## config.mk

```make
export PLATFORM = sky130hd
export DESIGN_NAME = shift_issue_stage
export DESIGN_NICKNAME = d
export VERILOG_FILES = /design/src/rtl/shift_pkg.sv /design/src/rtl/shift_cmd_fifo.sv /design/src/rtl/shift_issue_stage.sv
export SDC_FILE = /design/constraint.sdc
export NUM_CORES = 1
export LEC_CHECK = 0
export BUFFER_PORTS_ARGS = -buffer_cell sky130_fd_sc_hd__buf_2
export CORE_ASPECT_RATIO = 0.8
export CORE_MARGIN = 2
export CORE_UTILIZATION = 55
export DETAILED_ROUTE_END_ITERATION = 8
export GPL_TIMING_DRIVEN = 0
export PLACE_DENSITY_LB_ADDON = 0.3
export RECOVER_POWER = 25
export SLEW_MARGIN = 40
export SYNTH_ARGS = -nofsm -noshare
export SYNTH_HDL_FRONTEND = slang
export SYNTH_SLANG_ARGS = --single-unit
export TNS_END_PERCENT = 30
```

## constraint.sdc

```tcl
create_clock -name clk -period 11.47 [get_ports clk]
set_clock_uncertainty 0.2 [all_clocks]
set_input_delay 2.294 -clock clk [delete_from_list [all_inputs] [get_ports clk]]
set_output_delay 2.294 -clock clk [all_outputs]
set_load 0.03 [all_outputs]
```

## src/rtl/shift_pkg.sv

```systemverilog
// Shared types and widths for the shift issue stage and its command FIFO.
package shift_pkg;

    localparam int DATA_W = 32;
    localparam int AMT_W  = 5;

    typedef enum logic [1:0] {
        SHIFT_LSL = 2'b00,
        SHIFT_LSR = 2'b01,
        SHIFT_ASR = 2'b10,
        SHIFT_ILL = 2'b11
    } shift_op_e;

    typedef struct packed {
        shift_op_e          op;
        logic [AMT_W-1:0]   amt;
        logic [DATA_W-1:0]  data;
    } shift_cmd_t;

endpackage

```

## src/rtl/shift_cmd_fifo.sv

```systemverilog
// First-word fall-through command FIFO; push is ignored when full, pop when empty.
module shift_cmd_fifo
    import shift_pkg::*;
#(
    parameter int DEPTH = 2
) (
    input  logic       clk,
    input  logic       rst_n,
    input  logic       flush,
    input  logic       push,
    input  shift_cmd_t push_cmd,
    input  logic       pop,
    output shift_cmd_t head,
    output logic       full,
    output logic       empty
);

    localparam int PTR_W = $clog2(DEPTH);

    shift_cmd_t         mem_q [DEPTH];
    logic [PTR_W:0]     wr_ptr_q, wr_ptr_d;
    logic [PTR_W:0]     rd_ptr_q, rd_ptr_d;
    logic               do_push, do_pop;

    // Extra pointer bit distinguishes full from empty when the indices match.
    assign empty   = (wr_ptr_q == rd_ptr_q);
    assign full    = (wr_ptr_q[PTR_W] != rd_ptr_q[PTR_W]) &&
                     (wr_ptr_q[PTR_W-1:0] == rd_ptr_q[PTR_W-1:0]);
    assign do_push = push && !full;
    assign do_pop  = pop && !empty;
    assign head    = mem_q[rd_ptr_q[PTR_W-1:0]];

    always_comb begin
        wr_ptr_d = wr_ptr_q;
        rd_ptr_d = rd_ptr_q;
        if (flush) begin
            wr_ptr_d = '0;
            rd_ptr_d = '0;
        end else begin
            if (do_push) wr_ptr_d = wr_ptr_q + 1'b1;
            if (do_pop)  rd_ptr_d = rd_ptr_q + 1'b1;
        end
    end

    always_ff @(posedge clk or negedge rst_n) begin
        if (!rst_n) begin
            wr_ptr_q <= '0;
            rd_ptr_q <= '0;
        end else begin
            wr_ptr_q <= wr_ptr_d;
            rd_ptr_q <= rd_ptr_d;
        end
    end

    always_ff @(posedge clk) begin
        if (do_push && !flush) mem_q[wr_ptr_q[PTR_W-1:0]] <= push_cmd;
    end

endmodule

```

## src/rtl/shift_issue_stage.sv

```systemverilog
// Flow-controlled issue stage wrapping a combinational 32-bit shifter.
// Optional perf counters enabled by defining SHIFT_ISSUE_PERF_EN.
module shift_issue_stage
    import shift_pkg::*;
#(
    parameter int DATA_W     = shift_pkg::DATA_W,
    parameter int AMT_W      = shift_pkg::AMT_W,
    parameter int FIFO_DEPTH = 2
) (
    input  logic              clk,
    input  logic              rst_n,
    input  logic              flush,
    input  logic              cmd_valid,
    output logic              cmd_ready,
    input  logic [1:0]        cmd_op,
    input  logic [AMT_W-1:0]  cmd_amt,
    input  logic [DATA_W-1:0] cmd_data,
    output logic [DATA_W-1:0] shf_in,
    output logic [AMT_W-1:0]  shf_amt,
    output logic              shf_lsl,
    output logic              shf_lsr,
    output logic              shf_asr,
    input  logic [DATA_W-1:0] shf_out,
    output logic              rsp_valid,
    input  logic              rsp_ready,
    output logic [DATA_W-1:0] rsp_data,
    output logic              rsp_err,
    output logic [31:0]       perf_issued,
    output logic [31:0]       perf_stall
);

    shift_cmd_t        push_cmd, head;
    logic              fifo_full, fifo_empty, fifo_pop;
    logic              slot_v_q, slot_v_d;
    shift_cmd_t        slot_cmd_q, slot_cmd_d;
    logic              rsp_valid_q, rsp_valid_d;
    logic [DATA_W-1:0] rsp_data_q, rsp_data_d;
    logic              rsp_err_q, rsp_err_d;
    logic              rsp_adv, slot_load, slot_ill;

    assign push_cmd  = '{op: shift_op_e'(cmd_op), amt: cmd_amt, data: cmd_data};
    assign cmd_ready = !fifo_full;
    assign rsp_adv   = !rsp_valid_q || rsp_ready;
    assign slot_load = !slot_v_q || rsp_adv;
    assign fifo_pop  = slot_load;

    shift_cmd_fifo #(.DEPTH(FIFO_DEPTH)) u_fifo (
        .clk      (clk),
        .rst_n    (rst_n),
        .flush    (flush),
        .push     (cmd_valid),
        .push_cmd (push_cmd),
        .pop      (fifo_pop),
        .head     (head),
        .full     (fifo_full),
        .empty    (fifo_empty)
    );

    assign slot_ill = (slot_cmd_q.op == SHIFT_ILL);

    always_comb begin
        slot_v_d    = slot_v_q;
        slot_cmd_d  = slot_cmd_q;
        rsp_valid_d = rsp_valid_q;
        rsp_data_d  = rsp_data_q;
        rsp_err_d   = rsp_err_q;
        if (slot_load) begin
            slot_v_d = !fifo_empty;
            if (!fifo_empty) slot_cmd_d = head;
        end
        if (rsp_adv) begin
            rsp_valid_d = slot_v_q;
            if (slot_v_q) begin
                // Illegal ops bypass the shifter and return the operand untouched.
                rsp_data_d = slot_ill ? slot_cmd_q.data : shf_out;
                rsp_err_d  = slot_ill;
            end
        end
        if (flush) begin
            slot_v_d    = 1'b0;
            rsp_valid_d = 1'b0;
        end
    end

    always_ff @(posedge clk or negedge rst_n) begin
        if (!rst_n) begin
            slot_v_q    <= 1'b0;
            slot_cmd_q  <= '0;
            rsp_valid_q <= 1'b0;
            rsp_data_q  <= '0;
            rsp_err_q   <= 1'b0;
        end else begin
            slot_v_q    <= slot_v_d;
            slot_cmd_q  <= slot_cmd_d;
            rsp_valid_q <= rsp_valid_d;
            rsp_data_q  <= rsp_data_d;
            rsp_err_q   <= rsp_err_d;
        end
    end

    assign shf_in    = slot_cmd_q.data;
    assign shf_amt   = slot_cmd_q.amt;
    assign shf_lsl   = slot_v_q && (slot_cmd_q.op == SHIFT_LSL);
    assign shf_lsr   = slot_v_q && (slot_cmd_q.op == SHIFT_LSR);
    assign shf_asr   = slot_v_q && (slot_cmd_q.op == SHIFT_ASR);
    assign rsp_valid = rsp_valid_q;
    assign rsp_data  = rsp_data_q;
    assign rsp_err   = rsp_err_q;

`ifdef SHIFT_ISSUE_PERF_EN
    logic [31:0] perf_issued_q, perf_stall_q;

    // Counters survive flush so software sees lifetime totals.
    always_ff @(posedge clk or negedge rst_n) begin
        if (!rst_n) begin
            perf_issued_q <= '0;
            perf_stall_q  <= '0;
        end else begin
            if (rsp_valid_q && rsp_ready)  perf_issued_q <= perf_issued_q + 32'd1;
            if (rsp_valid_q && !rsp_ready) perf_stall_q  <= perf_stall_q + 32'd1;
        end
    end

    assign perf_issued = perf_issued_q;
    assign perf_stall  = perf_stall_q;
`else
    assign perf_issued = '0;
    assign perf_stall  = '0;
`endif

endmodule

```

Yosys cells after proc, flatten, opt, wreduce, memory -nomap -nowiden:

Memories as Yosys holds them, arrays and structs flattened. A register that Yosys moved wholly into a read port is not among the register bits.
Index checks and enable logic that the tools add are counted.

* reductions and logical operators: 22
* bitwise logic cells: 1
* add/sub/neg operators: 2
* mux-type cells: 11
* equal/unequal tests: 6

Operators with widths (count)
* $mux W32: 1
* $mux W2: 4
* $reduce_bool A2 Y1: 4
* $logic_and A1 B1 Y1: 7
* $logic_not A1 Y1: 6
* $mux W1: 6
* $add A2 B1 Y2 const B: 2
* $eq A2 B2 Y1 const B: 2
* $reduce_and A2 Y1: 2
* $eq A2 B1 Y1 const B: 1
* $eq A2 B2 Y1: 1
* $logic_not A2 Y1: 1
* $logic_or A1 B1 Y1: 2
* $eq A1 B1 Y1: 1
* $ne A1 B1 Y1: 1
* $not A1 Y1: 1

* bits of input ports: 76
* memories: 1
* bits in writable memories: 78
* word-level logic and storage cells: 49
* output and inout port bits: 139
* bits in registers: 39

Memories
* u_fifo.mem_q: depth 2, width 39, rd ports 1, clocked after Yosys merged registers in 1, write ports 1, line shift_cmd_fifo.sv:20 `shift_cmd_t mem_q [DEPTH];`

Longest topological paths before layout:

Gate-level depths: netlist of the first run.

* word-level depth: 7
* gate-level depth with buffers: 6
* depth with buffers taken out: 3

Cells and area by module:

A second synthesis of the first run with hierarchy kept.

* cells, all modules: 496
* area, all modules: 7003.0 um2

By module, submodules not included
* shift_issue_stage: area an instance 3926.3 um2, cells an instance 344, instances 1, sequential area each 1851.8 um2
* shift_cmd_fifo: area an instance 3076.7 um2, cells an instance 152, instances 1, sequential area each 2442.3 um2

Least setup slack after synthesis of the first run:

OpenSTA, ideal clock, no wires.

* kind: input-to-reg
* start point: in flush
* end point: mem u_fifo.mem_q[1][0] (netlist bit) (enable)
* buffers on the path: 1
* path slack: 5384 ps
* library setup time: 492 ps
* data required time: 10778 ps
* stages on the path: 2
* data arrival time: 5394 ps
* cell sequence: clkbuf_1 > nor3b_1

* cells in the longest elaborated chain, start to end: 4

RTL lines
* start: declaration: line shift_issue_stage.sv:12 `input logic flush,`
* $logic_not A1 Y1: line shift_cmd_fifo.sv:56 `if (do_push && !flush) mem_q[wr_ptr_q[PTR_W-1:0]] <= push_cmd;`
* $logic_and A1 B1 Y1: line shift_cmd_fifo.sv:56
* $mux W1: line shift_cmd_fifo.sv:56
* $mux W1 (implied by the code): line shift_cmd_fifo.sv:56
* end: declaration: line shift_cmd_fifo.sv:20

No other way between the ends.

Worst setup path after layout of the first run:

* start point: reg u_fifo.rd_ptr_q[0]
* end point: out cmd_ready

* cells in the longest elaborated chain, start to end: 3

RTL lines
* start: declaration: line shift_cmd_fifo.sv:22 `logic [PTR_W:0] rd_ptr_q, rd_ptr_d;`
* start signal: assignment: line shift_cmd_fifo.sv:51 `rd_ptr_q <= rd_ptr_d;`
* $eq A1 B1 Y1: line shift_cmd_fifo.sv:28 `(wr_ptr_q[PTR_W-1:0] == rd_ptr_q[PTR_W-1:0]);`
* $logic_and A1 B1 Y1: line shift_cmd_fifo.sv:27 `assign full = (wr_ptr_q[PTR_W] != rd_ptr_q[PTR_W]) &&`
* $logic_not A1 Y1: line shift_issue_stage.sv:42 `assign cmd_ready = !fifo_full;`
* end: declaration: line shift_issue_stage.sv:14 `output logic cmd_ready,`

No other way between the ends.

==> flow_summary.toml, run 1 <==
[clock_tree]
cts_hold_repair.buffers = 0
clock_latency_reported_for_the_late_side_of_the_worst_skew_pair_ns = 0.42
cts_sinks = 156
cts_setup_buffers = 0
clk_pin_slew_worst_paths_ns = 0.06
cts_root_buffer = "sky130_fd_sc_hd__clkbuf_16"
ctsLongestPathBuffers = 2
ctsHtreeMaxLevel = 4
cts_tree = "built"
postCtsResizedCells = 0
numCtsBuffers = 17

[layout]
layout.cells.most_common = "sky130_fd_sc_hd__buf_2"
n_antenna_cell = 0
commonest_cells_after_routing_fill_and_taps_aside = "sky130_fd_sc_hd__buf_2 (142), sky130_fd_sc_hd__buf_4 (111), sky130_fd_sc_hd__dfrtp_1 (78), sky130_fd_sc_hd__edfxtp_1 (78), sky130_fd_sc_hd__mux2_2 (71)"
syn2layout_area_growth_pct = 27.0
fillerInstances = 853
fin_nets = 815
stdcell_count = 923
final_layout_size_suffix_gt1_frac = 0.499

[logic_synthesis]
count_of_cell_types_in_the_netlist = 27
synth_top_cell_by_area = "sky130_fd_sc_hd__edfxtp_1"
yosysWarningCount = 0
synth-seq-area-share = 0.614
synth.avg_cell_area_um2 = 14.2
yosys_register_bits = 156
synth.cell_area_um2 = 7000
synth_top_cell_area_share = 0.335
netlist_top_cells_area = "sky130_fd_sc_hd__edfxtp_1 (33%), sky130_fd_sc_hd__dfrtp_1 (28%), sky130_fd_sc_hd__mux2_2 (11%)"
cells_after_synth = 494

[timing]
setup-violations-final = 0
sum_of_negative_setup_slack_ns = 0
tightest_slew_ns = 1.43
fin_worst_hold_slack_ns = 0.311
final_worst_slack_ns = 7.34
layout_min_cycle_time_ns = 4.13
setup_repair_after_global_routing_missed_its_margin = "false"
timing_hold_violations_final = 0
timing.fmax_mhz = 242
maxSlewHeadroom = 0.0469
min_period_over_period = 0.360
timing.final.max_slew_violations = 0

[routing]
detailedRoute.firstPassIterationCount = 4
detailed_route_iter0_violations = 230
routed_antenna_nets = 0
post-route-drc-count = 0
routed_wirelength_um = 14900
drt-wirelength-per-cell_um = 16.1
via_count = 4446
detail_route.vias_per_cell = 4.82

[worst_hold_path]
hold_critical_path_endpoint = "shf_amt[1]$_DFFE_PN0P_"
worstHoldStart = "shf_amt[1]$_DFFE_PN0P_"
worst_hold_path.num_cells = 1
holdCritPathClass = "reg2reg"

[place]
io_buffers = 150
detailed_placer_s_ending_hpwl_um = 10700
placed_cells = 891
placement.setup.worst_slack_ns = 7.04
gpl.final_weighted_congestion = 0.780

[die]
die_area_um2 = 13700
die-height_um = 105
core_region_area_um2 = 12300
start_util = 0.569
floorplan.rows = 36
ioPinCount = 215
die_w_um = 130

[worst_setup_path]
crit_path_max_fanout = 8
cp-end-kind = "output port"
critPathLaunchType = "register"
arrival_ns = 1.63
crit-reg2reg-capture = "u_fifo.mem_q[1][12]$_DFFE_PP_"
reg2reg_from = "u_fifo.rd_ptr_q[1]$_DFFE_PN0P_"
r2r_slack_ns = 8.55
required_ns = 8.98
reg2regPathDepth = 6
setup.worst_path.class = "reg2out"

[pwr]
powerDensity_nw_per_um2 = 292
power_frac_seq = 0.331
leakage_power_nw = 4.11
total_switching_power_mw = 1.00
intPower_mw = 1.59
vdd_drop_max_mv = 0.235
combPwrFrac = 0.453
netSwitchingFraction = 0.386
power.clock.fraction = 0.216

[global_routing]
first_pass_grt_wire_length_um = 23000
gr-usage-all-layers = 0.224
grt_max_degree = 58
overflow = 0
first_global_vias = 4364
grt_antenna_before_repair = 0

[outcome]
outcome = "finished, final reports clean"

[flow_run]
drv.max_cap_violation_count = 0
## through the flow
| stage | power (mW) | utilization | instance area (um2) |
|---|---|---|---|
| after global placement | 2.01 | 0.667 | 8200 |
| after CTS | 2.62 | 0.726 | 8920 |
| final | 2.60 | 0.723 | 8890 |
| after floorplan | 1.75 | - | 7240 |
| after global routing | 2.73 | 0.723 | 8890 |
| after detailed placement | 2.05 | 0.677 | 8320 |
## power by group through the flow
stage	logic, mW	clock network [mW]	registers [mW]
floorplan	0.790	0	0.959
global placement	1.14	0	0.863
detailed placement	1.18	0	0.868
CTS	1.19	0.571	0.860
global route	1.25	0.594	0.878
finish	1.18	0.562	0.860
## logic make-up after synthesis
logic type	Yosys count	synth area share
buffers and inverters	130	0.131
XOR/XNOR	3	0.00375
flip-flops	156	0.614
other	1	0.000536
multiplexers	116	0.186
AND/OR/NAND/NOR	19	0.0148
AO/OA/AOI/OAI	69	0.0509
## critical path, stage by stage, from the launching register on
cell and delay (ns):
sky130_fd_sc_hd__dfrtp_1 0.36, sky130_fd_sc_hd__buf_4 0.17, sky130_fd_sc_hd__xnor2_1 0.27, sky130_fd_sc_hd__or2b_1 0.25
sky130_fd_sc_hd__buf_2 0.18
## how the worst max path moves through the flow
| stage | start | end | slack (ns) | cells after the start |
|---|---|---|---|---|
| finish | u_fifo.rd_ptr_q[0]$_DFFE_PN0P_ | cmd_ready | 7.34 | 4 |
| global route | u_fifo.rd_ptr_q[0]$_DFFE_PN0P_ | cmd_ready | 7.24 | 4 |
| detailed placement | flush | u_fifo.mem_q[0][15]$_DFFE_PP_ | 7.04 | 6 |
| CTS | u_fifo.rd_ptr_q[0]$_DFFE_PN0P_ | cmd_ready | 7.32 | 4 |
| floorplan | flush | u_fifo.mem_q[1][0]$_DFFE_PP_ | 5.38 | 2 |
| global placement | flush | u_fifo.mem_q[1][15]$_DFFE_PP_ | 3.16 | 3 |
## cells in the mapped netlist (all sizes together)
cell type	count
buf	115
mux2	81
dfrtp	78
edfxtp	78
a21oi	66
mux2i	35
clkbuf	12
nor2	5
inv	3
nand2	3
nor3b	3
nor2b	2
nor3	2
xnor2	2
a211oi	1
and2	1
and3b	1
conb	1
nand2b	1
o21ai	1
o21ba	1
or2b	1
xor2	1
## layer usage
layer | up-vias | wire length [um] | GRT usage
met5 | - | 0 | 0
met4 | 0 | 112 | 0.0530
met3 | 12 | 1120 | 0.0727
met2 | 171 | 7410 | 0.371
met1 | 2177 | 6210 | 0.287
li1 | 2086 | - | -
## registers in the layout (all words and copies together), names as in the netlist
signal / count
rsp_valid: 1
u_fifo.mem_q: 78
u_fifo.rd_ptr_q: 2
rsp_err: 1
slot_v_q: 1
rsp_data: 32
slot_cmd_q: 2
shf_amt: 5
u_fifo.wr_ptr_q: 2
shf_in: 32
## layout make-up
type	count	area [um2]	area share
clock buffer	18	439	0.0494
inverter	3	11.3	0.00127
clock inverter	14	160	0.0180
tap	171	214	0.0241
multi-input combinational	271	2040	0.229
sequential	156	4290	0.483
buffer	127	903	0.102
timing repair buffer	163	833	0.0937
Power figures use the tool's default switching activity.
==> run 2: changes to the inputs <==
Settings changed: CORE_UTILIZATION 55 to 52.
Clock period 11.47 ns to 3.82 ns, I/O delays scaled along.
==> flow_summary.toml, run 2 (same netlist as run 1, synthesis figures left out) <==
[clock_tree]
clock_latency_reported_for_the_late_side_of_the_worst_skew_pair_ns = 0.42
numCtsBuffers = 17
clk_pin_slew_worst_paths_ns = 0.06
cts_hold_repair.buffers = 1
cts_tree = "built"
cts_sinks = 156
ctsHtreeMaxLevel = 4
cts_root_buffer = "sky130_fd_sc_hd__clkbuf_16"
ctsLongestPathBuffers = 2
postCtsResizedCells = 0
cts_setup_buffers = 0

[place]
gpl.final_weighted_congestion = 0.765
io_buffers = 150
detailed_placer_s_ending_hpwl_um = 11200

[timing]
fin_worst_hold_slack_ns = 0.309
tightest_slew_ns = 1.43
timing.fmax_mhz = 363
timing_hold_violations_final = 0
layout_min_cycle_time_ns = 2.76
setup-violations-final = 0
sum_of_negative_setup_slack_ns = 0
timing.final.max_slew_violations = 0
maxSlewHeadroom = 0.0496
min_period_over_period = 0.721
setup_repair_after_global_routing_missed_its_margin = "false"

[die]
die_w_um = 134
die-height_um = 108
die_area_um2 = 14400
floorplan.rows = 37
core_region_area_um2 = 13000
start_util = 0.538
ioPinCount = 215

[worst_setup_path]
cp-end-kind = "register"
r2r_slack_ns = 1.06
crit-reg2reg-capture = "u_fifo.mem_q[0][14]$_DFFE_PP_"
setup.worst_path.class = "reg2reg"
arrival_ns = 2.68
reg2reg_from = "u_fifo.rd_ptr_q[1]$_DFFE_PN0P_"
critPathLaunchType = "register"
required_ns = 3.74
crit_path_max_fanout = 7
reg2regPathDepth = 7

[flow_run]
drv.max_cap_violation_count = 0

[pwr]
leakage_power_nw = 4.07
combPwrFrac = 0.465
netSwitchingFraction = 0.386
intPower_mw = 4.68
power.clock.fraction = 0.196
total_switching_power_mw = 2.95
power_frac_seq = 0.340
vdd_drop_max_mv = 0.553
p_total_mw = 7.62
powerDensity_nw_per_um2 = 863

[routing]
via_count = 4437
detailedRoute.firstPassIterationCount = 4
detailed_route_iter0_violations = 237
drt-wirelength-per-cell_um = 16.6
detail_route.vias_per_cell = 4.80
routed_antenna_nets = 0
post-route-drc-count = 0
routed_wirelength_um = 15400

[outcome]
outcome = "finished, final reports clean"

[layout]
commonest_cells_after_routing_fill_and_taps_aside = "sky130_fd_sc_hd__buf_2 (132), sky130_fd_sc_hd__buf_4 (110), sky130_fd_sc_hd__dfrtp_1 (78), sky130_fd_sc_hd__edfxtp_1 (78), sky130_fd_sc_hd__mux2_2 (71)"
fin_nets = 815
syn2layout_area_growth_pct = 26.2
n_antenna_cell = 0
largest_register_ffs = 78
final_layout_size_suffix_gt1_frac = 0.480
layout.cells.most_common = "sky130_fd_sc_hd__buf_2"

[global_routing]
grt_max_degree = 58
overflow = 0
first_pass_grt_wire_length_um = 23800
grt_antenna_before_repair = 0
gr-usage-all-layers = 0.220
first_global_vias = 4471

[worst_hold_path]
worst_hold_path.num_cells = 1
hold_critical_path_endpoint = "shf_amt[0]$_DFFE_PN0P_"
holdCritPathClass = "reg2reg"
worstHoldStart = "shf_amt[0]$_DFFE_PN0P_"
-- run 2: cell count changes in the layout (fill, tap and decap cells not counted), moves of 3 or more --
| cell | before | now |
|---|---|---|
| sky130_fd_sc_hd__buf_2 | 142 | 132 |
| sky130_fd_sc_hd__buf_6 | 4 | 7 |
| sky130_fd_sc_hd__clkbuf_1 | 32 | 41 |
| sky130_fd_sc_hd__clkinv_1 | 0 | 3 |
| sky130_fd_sc_hd__clkinv_2 | 0 | 5 |
| sky130_fd_sc_hd__clkinv_4 | 4 | 0 |
| sky130_fd_sc_hd__inv_6 | 4 | 0 |
-- run 2: power groups by stage --
stage	clock [mW]	combinational [mW]	sequential, mW
finish	1.49	3.54	2.59
detailed placement	0	3.57	2.61
global route	1.59	3.78	2.65
global placement	0	3.45	2.59
floorplan	0	2.37	2.88
CTS	1.52	3.58	2.59
-- run 2: stage by stage --
step	area, um2	setup WS, ns	utilization	std cells
2_1_floorplan	7240	-0.556	-	557
3_3_place_gp	8210	-2.68	0.631	882
3_5_place_dp	8350	1.00	0.642	894
4_1_cts	8870	1.03	0.682	925
5_1_grt	8830	0.810	0.679	925
6_report	8830	1.06	0.679	925
-- run 2: layer usage --
metal  GRT usage  up-vias  part of all wire  routed length (um)
met1       0.275     2157              0.42                6400
met4      0.0593        0            0.0095                 146
li1            -     2087                 -                   -
met5           0        -                 0                   0
met2       0.375      176              0.50                7670
met3      0.0678       17             0.075                1150
-- run 2: area by class of cell --
class / instances / area (um2)
inverter: 3 / 11.3
multi-input combinational: 271 / 2040
clock inverter: 11 / 81.3
clock buffer: 19 / 433
fill: 978 / 4180
sequential: 156 / 4290
timing repair buffer: 163 / 846
tap: 175 / 219
buffer: 127 / 903
-- run 2: worst max-delay path by stage --
stage                     slack, ns                            from  depth (start not counted)                       endpoint
final                          1.06  u_fifo.rd_ptr_q[1]$_DFFE_PN0P_                          7  u_fifo.mem_q[0][14]$_DFFE_PP_
after global routing           0.81  u_fifo.rd_ptr_q[1]$_DFFE_PN0P_                          7  u_fifo.mem_q[0][14]$_DFFE_PP_
after CTS                      1.03  u_fifo.rd_ptr_q[1]$_DFFE_PN0P_                          7  u_fifo.mem_q[0][14]$_DFFE_PP_
after floorplan               -0.56                           flush                          2   u_fifo.mem_q[0][0]$_DFFE_PP_
after global placement        -2.68                           flush                          3  u_fifo.mem_q[0][13]$_DFFE_PP_
after detailed placement       1.00                           flush                          7  u_fifo.mem_q[0][12]$_DFFE_PP_
-- run 2: critical path: stages, from the launching register on --
cell and delay [ns]:
sky130_fd_sc_hd__dfrtp_1 0.41, sky130_fd_sc_hd__xnor2_1 0.42, sky130_fd_sc_hd__o21ai_0 0.31, sky130_fd_sc_hd__nor3_2 0.33, sky130_fd_sc_hd__buf_4 0.21, sky130_fd_sc_hd__buf_4 0.15, sky130_fd_sc_hd__buf_4 0.18, sky130_fd_sc_hd__buf_2 0.22
==> run 3: changes to the inputs <==
Settings changed: CORE_UTILIZATION 52 to 47.
Clock period 3.82 ns to 2.3 ns, I/O delays scaled along.
==> flow_summary.toml, run 3 (same netlist as run 1, synthesis figures left out) <==
[outcome]
outcome = "finished, final reports clean"

[die]
ioPinCount = 215
die_area_um2 = 15900
start_util = 0.486
die-height_um = 113
core_region_area_um2 = 14400
die_w_um = 140
floorplan.rows = 39

[timing]
layout_min_cycle_time_ns = 2.23
final_worst_slack_ns = 0.0693
setup-violations-final = 0
timing_hold_violations_final = 0
timing.fmax_mhz = 448
maxSlewHeadroom = 0.411
setup_repair_after_global_routing_missed_its_margin = "false"
tightest_slew_ns = 0.884
min_period_over_period = 0.970
fin_worst_hold_slack_ns = 0.0195
timing.final.max_slew_violations = 0

[place]
placed_cells = 900
dpl_cell_area_um2 = 8370
io_buffers = 150
gpl.final_weighted_congestion = 0.763
detailed_placer_s_ending_hpwl_um = 11200
placement.setup.worst_slack_ns = 0.103

[clock_tree]
cts_root_buffer = "sky130_fd_sc_hd__clkbuf_16"
clk_pin_slew_worst_paths_ns = 0.06
cts_tree = "built"
clock_latency_reported_for_the_late_side_of_the_worst_skew_pair_ns = 0.43
cts_sinks = 156
ctsLongestPathBuffers = 2
numCtsBuffers = 17
ctsHtreeMaxLevel = 4

[pwr]
powerDensity_nw_per_um2 = 1450
p_total_mw = 13.1
vdd_drop_max_mv = 0.898
total_switching_power_mw = 5.04
power.clock.fraction = 0.216
leakage_power_nw = 4.15
power_frac_seq = 0.330
netSwitchingFraction = 0.385
combPwrFrac = 0.454
intPower_mw = 8.04

[global_routing]
gr-usage-all-layers = 0.203
first_pass_grt_wire_length_um = 24200
overflow = 0
grt_antenna_before_repair = 1
grt_max_degree = 49
first_global_vias = 4585

[routing]
post-route-drc-count = 0
detail_route.vias_per_cell = 4.77
detailedRoute.firstPassIterationCount = 4
via_count = 4481
drt-wirelength-per-cell_um = 16.7
detailed_route_iter0_violations = 221
routed_antenna_nets = 0
routed_wirelength_um = 15600

[layout]
commonest_cells_after_routing_fill_and_taps_aside = "sky130_fd_sc_hd__buf_2 (136), sky130_fd_sc_hd__buf_4 (107), sky130_fd_sc_hd__dfrtp_1 (78), sky130_fd_sc_hd__edfxtp_1 (78), sky130_fd_sc_hd__mux2_2 (71)"
stdcell_count = 939
postLayoutCellArea_um2 = 9020
largest_register_ffs = 78
final_layout_size_suffix_gt1_frac = 0.496
fin_nets = 817
syn2layout_area_growth_pct = 28.9
layout.cells.most_common = "sky130_fd_sc_hd__buf_2"
fillerInstances = 1170

[flow_run]
drv.max_cap_violation_count = 0

[worst_setup_path]
timing.critical_path.max_delay_family = "flip-flops"
arrival_ns = 1.57
required_ns = 1.64
cp-end-kind = "output port"
critical_path.n_buffers_inverters = 2
setup.worst_path.class = "reg2out"
worstPathCellList = "buf_4 -> xnor2_4 -> or2b_1 -> buf_2"
crit_path_max_fanout = 8
critPathLaunchType = "register"
max_stage_delay_ns = 0.36
cpMaxStageDelayCell = "sky130_fd_sc_hd__dfrtp_1"

[worst_hold_path]
holdCritPathClass = "in2reg"
run 3: changes by cell type in the layout (fill, tap and decap cells not counted), sizes merged, moves of 3 or more:
cell         change
buf              +4
clkinv           -7
dlygate4sd3      +3
inv              +4
run 3: power groups by stage:
stage / clock [mW] / sequential (mW) / combinational (mW)
finish: 2.82 / 4.32 / 5.94
floorplan: 0 / 4.78 / 3.96
CTS: 2.88 / 4.31 / 5.99
detailed placement: 0 / 4.35 / 5.95
global route: 2.99 / 4.40 / 6.37
global placement: 0 / 4.30 / 5.77
run 3: layout make-up:
class	instances	area (um2)	area share
clock inverter	9	98.8	0.0110
timing repair buffer	165	890	0.0986
inverter	3	11.3	0.00125
buffer	127	907	0.101
clock buffer	23	509	0.0564
multi-input combinational	271	2080	0.230
antenna	1	2.50	0.000277
tap	184	230	0.0255
sequential	156	4290	0.476
run 3: timing repair:
action	4_1_cts	5_1_grt
gates resized for setup	1	2
buffers inserted	0	2
pin swaps	0	2
endpoints found under the hold margin	35	0
hold buffers	4	0
setup endpoints to repair	1	10
run 3: per-layer routing:
layer  track usage  share of wire  routed length (um)
met1         0.249           0.40                6330
met4        0.0808          0.021                 325
met3        0.0635          0.086                1350
met5             0              0                   0
met2         0.339           0.49                7650
run 3: final timing paths:
path / from / endpoint / slack (ns) / cells past startpoint
setup / recovery: u_fifo.wr_ptr_q[0]$_DFFE_PN0P_ / cmd_ready / 0.07 / 4
hold / removal: cmd_op[1] / u_fifo.mem_q[0][38]$_DFFE_PP_ / 0.02 / 1
setup reg to reg: u_fifo.wr_ptr_q[1]$_DFFE_PN0P_ / u_fifo.mem_q[1][8]$_DFFE_PP_ / 0.13 / 5
hold reg to reg: shf_amt[3]$_DFFE_PN0P_ / shf_amt[3]$_DFFE_PN0P_ / 0.31 / 1
max in group asynchronous: rst_n / rsp_data[16]$_DFFE_PN0P_ / 0.67 / 3
min in group asynchronous: rst_n / rsp_data[24]$_DFFE_PN0P_ / 0.49 / 2
run 3: through the flow:
| stage | utilization | setup TNS, ns |
|---|---|---|
| after floorplan | - | -9.80 |
| after global routing | 0.627 | 0 |
| after global placement | 0.573 | -79.32 |
| after CTS | 0.627 | 0 |
| final | 0.627 | 0 |
| after detailed placement | 0.581 | 0 |
